### config.mk
export PLATFORM = sky130hd
export DESIGN_NAME = cla_adder
export DESIGN_NICKNAME = d
export VERILOG_FILES = /design/src/rtl/cla_adder.sv
export SDC_FILE = /design/constraint.sdc
export NUM_CORES = 1
export LEC_CHECK = 0
export ABC_AREA = 0
export BUFFER_PORTS_ARGS = -buffer_cell sky130_fd_sc_hd__buf_2
export CAP_MARGIN = 15
export CELL_PAD_IN_SITES_DETAIL_PLACEMENT = 0
export CELL_PAD_IN_SITES_GLOBAL_PLACEMENT = 1
export CORE_MARGIN = 2
export CORE_UTILIZATION = 34
export DETAILED_ROUTE_END_ITERATION = 8
export PLACE_DENSITY_LB_ADDON = 0.05
export SYNTH_ARGS = -nofsm -noshare
export SYNTH_HDL_FRONTEND = slang
export SYNTH_SLANG_ARGS = --single-unit
### constraint.sdc
create_clock -name clk -period 1.1 [get_ports clk]
set_input_delay 0.165 -clock clk [delete_from_list [all_inputs] [get_ports clk]]
set_output_delay 0.165 -clock clk [all_outputs]
set_load 0.02 [all_outputs]
### src/rtl/cla_adder.sv
// rtl/cla_adder.sv - registered 4-bit carry-lookahead adder with group propagate/generate
//
// Ports:
//   clk       rising-edge clock for all state
//   rst_n     asynchronous active-low reset
//   A, B      4-bit unsigned operands
//   Cin       carry-in
//   in_valid  operands valid this cycle; capture enable
//   Sum       registered low 4 bits of A+B+Cin
//   Cout      registered carry-out (bit 4 of A+B+Cin)
//   Pg        registered group propagate
//   Gg        registered group generate (independent of Cin)
//   out_valid outputs hold a result captured on the previous edge

module cla_adder (
  input  logic       clk,
  input  logic       rst_n,
  input  logic [3:0] A,
  input  logic [3:0] B,
  input  logic       Cin,
  input  logic       in_valid,
  output logic [3:0] Sum,
  output logic       Cout,
  output logic       Pg,
  output logic       Gg,
  output logic       out_valid
);

  logic [3:0] g;
  logic [3:0] p;
  logic       c1, c2, c3, c4;
  logic       gg_c;
  logic       pg_c;
  logic [3:0] sum_c;

  assign g = A & B;
  assign p = A ^ B;

  // Every carry is a flat sum-of-products of the P/G terms and Cin, so no
  // carry waits on a lower computed carry: two levels past the P/G gates.
  assign c1 = g[0]
            | (p[0] & Cin);
  assign c2 = g[1]
            | (p[1] & g[0])
            | (p[1] & p[0] & Cin);
  assign c3 = g[2]
            | (p[2] & g[1])
            | (p[2] & p[1] & g[0])
            | (p[2] & p[1] & p[0] & Cin);
  assign c4 = g[3]
            | (p[3] & g[2])
            | (p[3] & p[2] & g[1])
            | (p[3] & p[2] & p[1] & g[0])
            | (p[3] & p[2] & p[1] & p[0] & Cin);

  // Group terms for a second-level lookahead unit; Cout == Gg | (Pg & Cin).
  assign gg_c = g[3]
              | (p[3] & g[2])
              | (p[3] & p[2] & g[1])
              | (p[3] & p[2] & p[1] & g[0]);
  assign pg_c = &p;

  assign sum_c = p ^ {c3, c2, c1, Cin};

  // Results hold when in_valid is low; only out_valid tracks every edge.
  always_ff @(posedge clk or negedge rst_n) begin
    if (!rst_n) begin
      Sum       <= 4'b0000;
      Cout      <= 1'b0;
      Pg        <= 1'b0;
      Gg        <= 1'b0;
      out_valid <= 1'b0;
    end else begin
      out_valid <= in_valid;
      if (in_valid) begin
        Sum  <= sum_c;
        Cout <= c4;
        Pg   <= pg_c;
        Gg   <= gg_c;
      end
    end
  end

endmodule

---- Word-level counts from Yosys, hierarchy flattened ----
Index checks and enable logic that the tools add are counted.
storage, ports and cells
  memories kept ........................... 0
  bits of input ports ..................... 12
  RAM bits ................................ 0
  memory bits (read-only) ................. 0
  latch bits .............................. 0
  word-level logic and storage cells ...... 35
  register bits ........................... 8
operators by class
  multipliers ............................. 0
  equal/unequal tests ..................... 0
  reductions and logical operators ........ 1
  divide/modulo/power cells ............... 0
  shifts and indexed selects .............. 0
  order comparisons ....................... 0
  mux-type cells .......................... 0
  bitwise operators ....................... 29
  add/sub/neg operators ................... 0
operators with widths
  kind                 number
  1-bit bitwise AND    16
  1-bit OR             10
  4-bit XOR            2
  4-bit bitwise AND    1
  4-bit AND reduction  1

---- Logic depth before layout (Yosys ltp) ----
  word-level depth ........................ 6
  mapped depth ............................ 4
  mapped depth without buffers ............ 4

---- Worst setup path after synthesis ----
OpenSTA, ideal clock, no wires.
  kind .................................... input-to-reg
  start point ............................. input port A[1]
  end point ............................... register Sum[3]
  stages on the path ...................... 4
  library setup time ...................... 132 ps
  slack ................................... -128 ps
  buffers on the path ..................... 0
  arrival ................................. 1,097 ps
  required time ........................... 968 ps
  path through ............................ ha_1 a21oi_1 o2111ai_1 or3b_1
on the way
  cells in the longest elaborated chain, start to end .. 6
  elaborated cells on any way between the ends .. 11
  those cells by class .................... bitwise (11)
RTL lines
  what                                            line        text
  start: declaration                              18          input logic [3:0] A,
  4-bit bitwise AND or 4-bit XOR (tied branches)  36, 37
  1-bit bitwise AND (on tied branches)            47, 48, 49
  1-bit OR, or another cell as far along          47          | (p[2] & g[1])
  1-bit OR or 1-bit bitwise AND (tied branches)   48, 49
  1-bit OR (*)                                    49          | (p[2] & p[1] & p[0] & Cin);
  4-bit XOR (*)                                   63          assign sum_c = p ^ {c3, c2, c1, Cin};
  end signal: assignment                          76          Sum <= sum_c;
  end: declaration                                22          output logic [3:0] Sum,
Every way passes the cells marked *; elsewhere a longest branch is shown, timed or not.
A chain may end at the register's enable or synchronous reset.

---- Worst setup path in the final report ----
  start point ............................. input port B[0]
  end point ............................... register Sum[2]
on the way
  cells in the longest elaborated chain, start to end .. 5
  elaborated cells on any way between the ends .. 8
  those cells by class .................... bitwise (8)
RTL lines
  what                                            line    text
  start: declaration                              19      input logic [3:0] B,
  4-bit bitwise AND or 4-bit XOR (tied branches)  36, 37
  1-bit bitwise AND (on tied branches)            44, 45
  1-bit OR or 1-bit bitwise AND (tied branches)   44, 45
  1-bit OR (*)                                    45      | (p[1] & p[0] & Cin);
  4-bit XOR (*)                                   63
Marked as above.

==> flow_summary.json <==
{
  "status": "finished clean",
  "nFillCells": 144,
  "ys_types": 25,
  "vias_per_cell": 4.97,
  "start_util_pct": 36.1,
  "p_total_uw": 949,
  "syn-cell-area_um2": 537,
  "coreArea_um2": 1490,
  "cts.sinks": 8,
  "grt_remaining_overflow": 0,
  "hpwlAfterDp_um": 1060,
  "tightestPinTransition_ns": 0.259,
  "clock.fmax_mhz": 946,
  "slowest_stage": "or4b_1",
  "nets": 107,
  "wl_per_cell_um": 12.1,
  "post-place-cells": 99,
  "cts_buffers": 3,
  "grt_pass1_vias": 505,
  "rsz0062_at_grt": "false",
  "drv_cap": 0,
  "via_count": 512,
  "setup_violations": 0,
  "cp.required_ns": 1.28,
  "worstSetupPathType": "input pin to register",
  "crit_path_end_kind": "register",
  "first_iter_violations": 2,
  "cp_cell_sequence": "buf_2, ha_4, a21oi_1, or4b_1, nand3_1",
  "p_leak_nw": 0.401,
  "clockBufferDepth": 2,
  "clk_pin_slew_ns": 0.05,
  "ys_seq_elements": 8,
  "fin_cells": 103,
  "finalSetupTns_ns": 0,
  "clkLatencyLatePin_ns": 0.25,
  "rows": 14,
  "synth_largest_area_cell": "dfrtp_1",
  "drc_errors": 0,
  "drv_slew": 0,
  "track_usage_pct": 14.7,
  "ios": 20,
  "period_needed_ns": 1.06,
  "cp_top_family": "simple AND/OR/NAND/NOR gates",
  "fin_skew_ns": 0,
  "cp_max_fo": 4,
  "yosysWarnings": 0,
  "path_buf_inv": 1,
  "die_area_um2": 1910,
  "gp_congestion": 0.816,
  "netlist_top_cells_area": "dfrtp_1 (37%), ha_1 (12%), inv_1 (7.0%), o221ai_1 (4.9%), fa_1 (3.7%)",
  "firstDrtPassIters": 4,
  "grt_pass1_wl_um": 2140,
  "drt-total-wl_um": 1250,
  "fin_crit_sh_pct": 96.1,
  "hold_viol": 0,
  "holdCritPathClass": "input pin to async pin",
  "ir_worst_vdd_uv": 408,
  "postCtsResizedCells": 0,
  "critical-path-max-stage-delay_ns": 0.47,
  "netlist.area_leader.share_pct": 37.3,
  "cts_tree": "done",
  "antenna_found_initial": 0,
  "antenna_cells": 0,
  "clockRootBuffer": "clkbuf_4",
  "htreeDepth": 1,
  "grt_start_max_net_pins": 14,
  "cp.arrival_ns": 1.24,
  "powerDensity_nw_per_um2": 1160,
  "area_growth_pct": 52.7,
  "yosysSeqAreaShare_pct": 37.3,
  "die_h_um": 43.7,
  "relSlewSlack_pct": 82.7,
  "synth.avg_cell_area_um2": 9.94,
  "die_x_um": 43.7,
  "drtAntennaViolNets": 0,
  "synth_nets": 72,
  "postCtsSetupBuffers": 0,
  "start_kind": "input pin",
  "io_buffers": 19,
  "synthesis.instances": 54,
  "drive_gt1_share_pct": 50.6
}
## synthesized netlist by cell type
cell and count:
inv_2 1, o2111ai_1 2, nor3_1 1, mux2_2 1, o221ai_1 3, inv_1 10, fa_1 1, or4b_1 1
o22ai_1 1, dfrtp_1 8, nand4_1 1, and2b_2 1, xnor2_1 1, mux2i_1 1, ha_1 5, nand2b_1 1
a31oi_1 2, nand3_1 2, nor2b_1 2, nand3b_1 1, nand2_1 1, buf_6 1, a21oi_1 3, or3b_1 1
o21a_1 2
## path summary, 6_finish.rpt
| kind | startpoint | endpoint | slack, ns | cells past startpoint |
|---|---|---|---|---|
| max in group asynchronous | rst_n | Sum[3] | 0.65 | 2 |
| min reg2reg | Cout | Cout | 0.48 | 1 |
| max reg2reg | Sum[3] | Sum[3] | 0.07 | 3 |
| max | B[0] | Sum[2] | 0.04 | 5 |
| min in group clk | in_valid | Pg | 0.31 | 3 |
| min | rst_n | Gg | 0.29 | 2 |
## area by class of cell
cell class / instances / area [um^2] / share of cell area, %
Tap cell: 16 / 20.0 / 2.44
Clock buffer: 3 / 22.5 / 2.75
Multi-Input combinational cell: 34 / 348 / 42.4
Sequential cell: 8 / 200 / 24.4
Timing Repair Buffer: 31 / 188 / 22.9
Inverter: 11 / 41.3 / 5.04
## layout by cell type, fill, tap and decap left out, drive strengths merged
cell type    netlist  routed
a31oi              2       2
nor2b              2       2
o22ai              1       1
a21oi              3       3
dfrtp              8       8
o21a               2       2
mux2               1       1
or3b               1       1
nor3               1       1
o2111ai            2       2
o221ai             3       3
or4b               1       1
inv               11      11
and2b              1       1
mux2i              1       1
fa                 1       1
nand3              2       2
nand2b             1       1
nand2              1       1
ha                 5       5
nand4              1       1
buf                1      30
dlygate4sd3        0       1
nand3b             1       1
xnor2              1       1
clkbuf             0       3
## worst register-to-register path: cells and delay by family, from the launching register on
kind	cells	cell delay, ns
AO/OA/AOI/OAI	1	0.10
flip-flops	1	0.36
buffers and inverters	1	0.06
AND/OR/NAND/NOR	1	0.39
## sequential cells by signal, summed over array words and instances (netlist names)
name / cells
Cout: 1
Sum: 4
Gg: 1
Pg: 1
out_valid: 1
## per-stage QoR
stage                     hold WS (ns)  setup slack (ns)  utilization, %  cell area [um^2]
after global placement          0.0115            -0.196            52.9               787
after detailed placement        0.0138            -0.218            52.9               787
final                            0.286            0.0424            55.0               820
after CTS                        0.280            0.0388            55.0               820
after global routing             0.282            0.0105            55.0               820
after floorplan                 -0.131           -0.0113               -               601
## cells by family (layout without fill, tap and decap cells)
| kind of cell | Yosys count | after routing | synth area share, % |
|---|---|---|---|
| mux | 2 | 2 | 3.96 |
| compound gates | 13 | 13 | 17.2 |
| simple gates | 12 | 12 | 14.7 |
| fa+ha+maj | 6 | 6 | 15.4 |
| xor+xnor | 1 | 1 | 1.63 |
| buf+inv | 12 | 45 | 9.79 |
| flops | 8 | 8 | 37.3 |
## what timing repair did
item	CTS	global route
hold buffers	1	0
endpoints found under the setup margin	0	1
hold endpoints to repair	8	0
## power by group
part           switching, mW  total (mW)  internal [mW]  leakage [nW]
logic                  0.192       0.375          0.183         0.292
registers             0.0199       0.357          0.338        0.0960
clock network         0.0920       0.216          0.124        0.0138
total                  0.304       0.949          0.645         0.401
## routing by layer
| layer | global-route usage (%) | wire length (um) |
|---|---|---|
| met5 | 0 | 0 |
| met2 | 23.8 | 586 |
| met3 | 2.50 | 84 |
| met4 | 5.45 | 0 |
| met1 | 19.5 | 578 |
Power figures use the tool's default switching activity.
